## src/rtl/bsg_nonce_range_gen.sv

```systemverilog
// Multi-channel nonce generator: hands out every nonce of [start, limit) exactly once
// across els_p channels, with optional wrap-around and abort.
module bsg_nonce_range_gen #(
    parameter int unsigned width_p = 32,
    parameter int unsigned els_p   = 4
) (
    input  logic                       clk_i,
    input  logic                       reset_n_i,
    input  logic                       cfg_v_i,
    output logic                       cfg_ready_o,
    input  logic [width_p-1:0]         cfg_start_i,
    input  logic [width_p-1:0]         cfg_limit_i,
    input  logic                       cfg_wrap_i,
    input  logic                       abort_i,
    output logic [els_p-1:0]           nonce_v_o,
    output logic [els_p*width_p-1:0]   nonce_o,
    input  logic [els_p-1:0]           nonce_yumi_i,
    output logic                       busy_o,
    output logic                       done_o,
    output logic [width_p-1:0]         count_o
);

    typedef enum logic [1:0] {IDLE, RUN, DONE} state_e;

    localparam logic [width_p:0] els_lp = (width_p+1)'(els_p);

    state_e                          state;
    logic [width_p-1:0]              start_r, limit_r, count_r;
    logic                            wrap_r;
    logic [els_p-1:0][width_p-1:0]   c_r, c_next, c_init;
    logic [els_p-1:0]                exh_r, exh_next, exh_init;
    logic [els_p-1:0]                active, take;
    logic [width_p-1:0]              take_cnt;
    logic [width_p:0]                nxt, first;

    // Sums are formed in width_p+1 bits so a carry out reads as ">= limit".
    always_comb begin
        active   = (state == RUN) ? ~exh_r : '0;
        take     = nonce_yumi_i & active;
        take_cnt = '0;
        c_next   = c_r;
        exh_next = exh_r;
        c_init   = '0;
        exh_init = '0;
        nxt      = '0;
        first    = '0;
        for (int unsigned k = 0; k < els_p; k++) begin
            first       = {1'b0, cfg_start_i} + (width_p+1)'(k);
            c_init[k]   = first[width_p-1:0];
            exh_init[k] = (first >= {1'b0, cfg_limit_i});
            nxt         = {1'b0, c_r[k]} + els_lp;
            if (take[k]) begin
                take_cnt = take_cnt + width_p'(1);
                if (nxt < {1'b0, limit_r})
                    c_next[k] = nxt[width_p-1:0];
                else if (wrap_r)
                    c_next[k] = start_r + width_p'(k);
                else
                    exh_next[k] = 1'b1;
            end
        end
    end

    always_ff @(posedge clk_i or negedge reset_n_i) begin
        if (!reset_n_i) begin
            state   <= IDLE;
            start_r <= '0;
            limit_r <= '0;
            wrap_r  <= 1'b0;
            count_r <= '0;
            c_r     <= '0;
            exh_r   <= '0;
        end else begin
            case (state)
                IDLE: begin
                    if (cfg_v_i) begin
                        start_r <= cfg_start_i;
                        limit_r <= cfg_limit_i;
                        wrap_r  <= cfg_wrap_i;
                        count_r <= '0;
                        c_r     <= c_init;
                        exh_r   <= exh_init;
                        state   <= (cfg_start_i >= cfg_limit_i) ? DONE : RUN;
                    end
                end
                RUN: begin
                    count_r <= count_r + take_cnt;
                    c_r     <= c_next;
                    exh_r   <= exh_next;
                    if (abort_i || (!wrap_r && (&exh_next)))
                        state <= DONE;
                end
                DONE:    state <= IDLE;
                default: state <= IDLE;
            endcase
        end
    end

    assign nonce_v_o   = active;
    assign nonce_o     = c_r;
    assign busy_o      = (state == RUN);
    assign done_o      = (state == DONE);
    assign cfg_ready_o = (state == IDLE);
    assign count_o     = count_r;

endmodule

```

## config.mk

```make
export PLATFORM = sky130hd
export DESIGN_NAME = bsg_nonce_range_gen
export DESIGN_NICKNAME = d
export VERILOG_FILES = /design/src/rtl/bsg_nonce_range_gen.sv
export SDC_FILE = /design/constraint.sdc
export NUM_CORES = 1
export LEC_CHECK = 0
export ABC_AREA = 1
export CORE_MARGIN = 4
export CORE_UTILIZATION = 40
export CTS_CLUSTER_DIAMETER = 30
export DETAILED_ROUTE_END_ITERATION = 12
export SYNTH_ARGS = -nofsm -noshare
export SYNTH_HDL_FRONTEND = slang
export SYNTH_SLANG_ARGS = --single-unit
```

## constraint.sdc

```tcl
create_clock -name clk_i -period 11.9 [get_ports clk_i]
set_input_delay 2.38 -clock clk_i [delete_from_list [all_inputs] [get_ports clk_i]]
set_output_delay 2.38 -clock clk_i [all_outputs]
set_load 0.005 [all_outputs]
```

==> impl_metrics.env, run 1 <==
export IMPL_status="complete, no violations"
export IMPL_cts_hold_buf=0
export IMPL_fin_crit_ns=6.25
export IMPL_first_global_vias=26300
export IMPL_ios=240
export IMPL_tns_ns=0
export IMPL_synthTopCellsByArea="dfrtp_1 (23%), nand2_1 (17%), ha_1 (13%)"
export IMPL_routed_via_density=5.66
export IMPL_synth_edff_count=0
export IMPL_avgSynthCellArea_um2=6.47
export IMPL_grt_max_degree=83
export IMPL_cts_tree="yes"
export IMPL_final_common_cell="nand2_1"
export IMPL_max_slew_margin_pct=27.0
export IMPL_drt_iter0_markers=3214
export IMPL_seq_area_frac_synth_pct=23.2
export IMPL_dp_worst_setup_slack_ns=5.14
export IMPL_maxCapViolations=0
export IMPL_power_density_nw_per_um2=291
export IMPL_fin_ws_ns=5.65
export IMPL_clockBufferDepth=3
export IMPL_wl_met1_um=55300
export IMPL_fp_coreArea_um2=61700
export IMPL_fill_cells=6486
export IMPL_clock_sinks=231
export IMPL_post_cts_setup_buffers=0
export IMPL_synthFlopType="dfrtp_1"
export IMPL_worstPathRequired_ns=12.44
export IMPL_io_buffers=239
export IMPL_track_usage_pct=38.9
export IMPL_cts_resized=0
export IMPL_clkLatencyLatePin_ns=0.62
export IMPL_p_leak_nw=14.7
export IMPL_dieWidth_um=258
export IMPL_drive_gt1_share_pct=5.14
export IMPL_drc=0
export IMPL_clock_skew_ns=0.0181
export IMPL_syn_nets=4201
export IMPL_routedWlPerCell_um=26.8
export IMPL_worst_r2r_endpoint="nonce_o[110]"
export IMPL_wl_um=134000
export IMPL_root_buffer="clkbuf_16"
export IMPL_p_total_mw=8.92
export IMPL_grt_antenna_before_repair=8
export IMPL_routabilityCongestion=1.05
export IMPL_startpoint_type="primary input"
export IMPL_grt_overflow_total=0
export IMPL_tightest_slew_ns=1.09
export IMPL_dr_wl_met3_um=14200
export IMPL_start_util_pct=40.4
export IMPL_finalNonFillerCells=4984
export IMPL_syn_area_um2=25000
export IMPL_dieArea_um2=66500
export IMPL_grt_pass1_wl_um=188000
export IMPL_regArea_um2=5780
export IMPL_synthCells=3858
export IMPL_hold_path_class="reg2reg"
export IMPL_numCtsBuffers=80
export IMPL_ys_seq_elements=231
export IMPL_fmax_mhz=160
export IMPL_async_flop_share_pct=100
export IMPL_hold_viol_final=0
export IMPL_reg2reg_from="nonce_o[98]"
export IMPL_critPathArrivalTime_ns=6.79
export IMPL_yosys_warnings=0
export IMPL_crit_path_max_fanout=16
export IMPL_antenna_left=0
export IMPL_clkSlewWorstSetupHoldPaths_ns=0.04
export IMPL_h_tree_depth=3
export IMPL_drtPass1Iterations=6
export IMPL_post_place_cells=4836
export IMPL_r2r_slack_ns=6.40
export IMPL_num_vias=28200
export IMPL_synth_top_cell_area_share_pct=23.2
export IMPL_crit_path_end_kind="flop"
export IMPL_die_height_um=258
export IMPL_rsz0062_at_grt="no"
export IMPL_fp_row_count=91
export IMPL_final_period_utilization_pct=52.5
export IMPL_startpoint="cfg_start_i[0]"
export IMPL_yosysTopAreaCell="dfrtp_1"
export IMPL_ir_drop_mv=0.169
export IMPL_highest_layer="met5"
export IMPL_syn_to_final_growth_pct=22.7
export IMPL_nets=4424
export IMPL_wl_met2_um=56200
export IMPL_final_max_slew_viol_count=0
export IMPL_dpl_hpwl_um=106000
export IMPL_final_cell_mix="nand2_1 (1104), inv_1 (518), nor2_1 (360)"
export IMPL_synth_cell_type_count=53
export IMPL_setup_violations=0
export IMPL_rr_worst_depth=23
export IMPL_whs_ns=0.479
export IMPL_path_class="in2reg"
export IMPL_multi_input_area_um2=16600
export IMPL_critical_path_endpoint="exh_r[3]"
==> worst min-delay path by stage <==
| stage | end | cells after the start | slack, ns | from |
|---|---|---|---|---|
| floorplan | limit_r[10] | 2 | 0.45 | limit_r[10] |
| global placement | limit_r[18] | 2 | 0.47 | limit_r[18] |
| detailed placement | limit_r[15] | 2 | 0.47 | limit_r[15] |
| CTS | limit_r[15] | 2 | 0.48 | limit_r[15] |
| global route | limit_r[3] | 2 | 0.49 | limit_r[3] |
| finish | limit_r[3] | 2 | 0.48 | limit_r[3] |
==> report_power, final <==
part / internal, mW / switching (mW)
logic: 1.64 / 3.53
clock network: 1.41 / 0.642
registers: 1.13 / 0.575
total: 4.18 / 4.75
==> worst max-delay path, cell delays in order <==
cell and delay [ns]:
clkdlybuf4s50_1 0.45, buf_4 0.25, inv_1 0.30, ha_1 0.39, nor2_1 0.22, nand2_1 0.12, nor2_1 0.48, nand2_1 0.19
nor2_1 0.33, nand2_1 0.11, xor2_1 0.16, clkinv_1 0.11, ha_1 0.33, nand4_1 0.15, nor4_1 0.22, nand4_1 0.13
o211ai_1 0.11, a31oi_1 0.06, nand2_1 0.14, nand2_1 0.06, nor2_1 0.07
==> logic make-up after synthesis <==
| group | after synthesis | share of synthesized area [%] |
|---|---|---|
| fa+ha+maj | 270 | 13.6 |
| other cells | 1 | 0.0150 |
| compound gates | 590 | 12.8 |
| xor+xnor | 245 | 8.60 |
| flops | 231 | 23.2 |
| simple gates | 1873 | 31.3 |
| buf+inv | 648 | 10.5 |
==> state kept, by name, summed over array words and instances, names as in the netlist <==
signal   count
exh_r        4
start_r     32
count_o     32
wrap_r       1
state        2
nonce_o    128
limit_r     32
==> per-stage QoR <==
stage / utilization [%] / area, um2
floorplan: - / 25000
global placement: 45.3 / 28000
detailed placement: 45.3 / 28000
CTS: 49.6 / 30600
global route: 49.6 / 30600
finish: 49.6 / 30600
==> synthesized netlist by cell type, drive strengths merged (9+ instances only) <==
cell	instances
nor4	33
clkbuf	61
o211ai	45
nor3	70
ha	269
a31oi	31
or2	9
o22ai	17
o21ai	282
nand3	166
inv	525
dfrtp	231
buf	61
xnor2	24
xor2	221
nor2	375
nand2	1123
a21oi	185
nand4	89
a21o	10
==> layer usage <==
layer	track usage (%)	vias to the layer above
li1	-	13000
met1	51.0	13400
met2	57.4	1473
met3	12.2	335
met4	20.1	8
met5	0	-
==> cell type report <==
type / instances / area share [%]
repair buffers: 263 / 8.42
inverters: 526 / 6.47
flip-flops and latches: 231 / 18.9
clock inverters: 40 / 1.25
multi-input cells: 2979 / 54.2
well taps: 837 / 3.42
diodes: 5 / 0.0409
clock buffers: 103 / 7.35
Note: power is estimated with default switching activity, not from simulation.
==> run 2, diff against run 1 <==
==> constraint.sdc (replaced) <==
create_clock -name clk_i -period 6 [get_ports clk_i]
set_input_delay 1.2 -clock clk_i [delete_from_list [all_inputs] [get_ports clk_i]]
set_output_delay 1.2 -clock clk_i [all_outputs]
set_load 0.005 [all_outputs]
==> run 2 against run 1 <==
  * Cell area up 1.2%
  * Critical endpoint is now exh_r[1]
  * Critical path depth fell by 2
  * Global-route usage decreased by 0.15 points
  * Setup slack worse by 4.7 ns
  * Sequential share of layout area down 0.22 points
  * First-iteration DRC count rose by 7.1%
  * Die area is the same
  * Via count grew 0.64%
  * Routed wire length is 0.67% lower
==> impl_metrics.env, run 2 (synthesis results as in run 1) <==
export IMPL_root_buffer="clkbuf_16"
export IMPL_routed_via_density=5.69
export IMPL_start_util_pct=40.4
export IMPL_ir_drop_mv=0.344
export IMPL_drive_gt1_share_pct=5.44
export IMPL_fp_coreArea_um2=61700
export IMPL_power_density_nw_per_um2=585
export IMPL_grt_pass1_wl_um=188000
export IMPL_io_buffers=239
export IMPL_clkLatencyLatePin_ns=0.62
export IMPL_status="complete, no violations"
export IMPL_final_max_slew_viol_count=0
export IMPL_syn_to_final_growth_pct=24.1
export IMPL_fmax_mhz=198
export IMPL_routabilityCongestion=1.09
export IMPL_clkSlewWorstSetupHoldPaths_ns=0.04
export IMPL_ios=240
export IMPL_tightest_slew_ns=0.995
export IMPL_dieArea_um2=66500
export IMPL_antenna_left=0
export IMPL_nets=4435
export IMPL_p_leak_nw=14.9
export IMPL_clock_sinks=231
export IMPL_dpl_hpwl_um=106000
export IMPL_clockBufferDepth=3
export IMPL_final_period_utilization_pct=84.1
export IMPL_drt_iter0_markers=3441
export IMPL_numCtsBuffers=78
export IMPL_fin_crit_ns=5.05
export IMPL_drtPass1Iterations=6
export IMPL_hold_path_class="in2async"
export IMPL_track_usage_pct=38.7
export IMPL_worstPathRequired_ns=6.55
export IMPL_startpoint_type="primary input"
export IMPL_crit_path_max_fanout=8
export IMPL_final_cell_mix="nand2_1 (1104), inv_1 (518), nor2_1 (360)"
export IMPL_final_common_cell="nand2_1"
export IMPL_wl_um=133000
export IMPL_rsz0062_at_grt="no"
export IMPL_post_place_cells=4849
export IMPL_tns_ns=0
export IMPL_grt_overflow_total=0
export IMPL_path_class="in2reg"
export IMPL_clock_skew_ns=0.0289
export IMPL_largest_reg_flops=128
export IMPL_cts_tree="yes"
export IMPL_grt_antenna_before_repair=6
export IMPL_hold_viol_final=0
export IMPL_max_slew_margin_pct=33.7
export IMPL_final_util_pct=50.2
export IMPL_setup_violations=0
export IMPL_critPathArrivalTime_ns=5.59
export IMPL_crit_path_end_kind="flop"
export IMPL_h_tree_depth=3
export IMPL_maxCapViolations=0
export IMPL_post_cts_setup_buffers=0
export IMPL_cts_hold_buf=0
export IMPL_grt_max_degree=128
export IMPL_num_vias=28400
export IMPL_fp_row_count=91
export IMPL_finalNonFillerCells=4997
export IMPL_drc=0
export IMPL_dieWidth_um=258
export IMPL_first_global_vias=26300
export IMPL_die_height_um=258
export IMPL_cts_resized=0
export IMPL_routedWlPerCell_um=26.6
==> run 2: cell count changes in the layout (fill, tap and decap cells not counted), sizes merged <==
cell	change
inv	-2
buf	+13
clkinvlp	-4
bufinv	+13
clkbuf	-4
clkinv	-3
==> run 2: power breakdown <==
part | total [mW] | switching (mW) | internal [mW]
Clock | 4.51 | 1.24 | 3.26
Sequential | 3.43 | 1.19 | 2.24
Combinational | 10.2 | 6.90 | 3.28
==> run 2: worst max-delay path, cell delays in order <==
cell,delay [ns]
clkdlybuf4s50_1,0.71
ha_1,0.26
inv_1,0.10
nor2_1,0.46
inv_1,0.20
nor3_1,0.35
xor2_1,0.49
o21ai_0,0.31
ha_1,0.39
nand2_1,0.07
nor2_1,0.14
nand4_1,0.13
nor4_1,0.30
nand3b_1,0.13
nand4_1,0.11
nand2_1,0.06
nand2_1,0.09
nand2_1,0.05
nand2_1,0.06
==> run 2: cell type report <==
type | count | area [um2]
fill | 6513 | 30700
multi-input combinational | 2979 | 16600
sequential | 231 | 5780
timing repair buffer | 276 | 2700
clock buffer | 99 | 2170
inverter | 526 | 1980
tap | 837 | 1050
clock inverter | 44 | 706
antenna | 5 | 12.5
==> run 2: path summary, 6_finish.rpt <==
kind | startpoint | endpoint | slack [ns] | cells after the start
min in group clk_i | limit_r[28] | limit_r[28] | 0.48 | 2
hold reg to reg | limit_r[28] | limit_r[28] | 0.48 | 2
max in group asynchronous | reset_n_i | nonce_o[110] | 4.28 | 2
setup / recovery | cfg_start_i[2] | exh_r[1] | 0.95 | 19
setup reg to reg | nonce_o[2] | nonce_o[31] | 1.07 | 25
hold / removal | reset_n_i | nonce_o[2] | 0.48 | 1
==> run 2: per-stage QoR <==
stage	total power [mW]	hold slack, ns	cell area, um2	setup WS [ns]
5_1_grt	19.1	0.494	31000	0.729
6_report	18.1	0.478	31000	0.953
3_5_place_dp	13.2	0.473	28100	0.526
3_3_place_gp	13.2	0.465	28100	0.607
2_1_floorplan	8.89	0.453	25000	1.73
4_1_cts	17.8	0.480	31000	1.13
==> run 2: layer usage <==
layer  vias up  GRT usage (%)  part of all wire [%]
li1      13100              -                     -
met1     13500           52.9                    42
met2      1592           57.9                    42
met3       304           8.90                    11
met4         6           18.6                   5.7
met5         -              0                 0.032
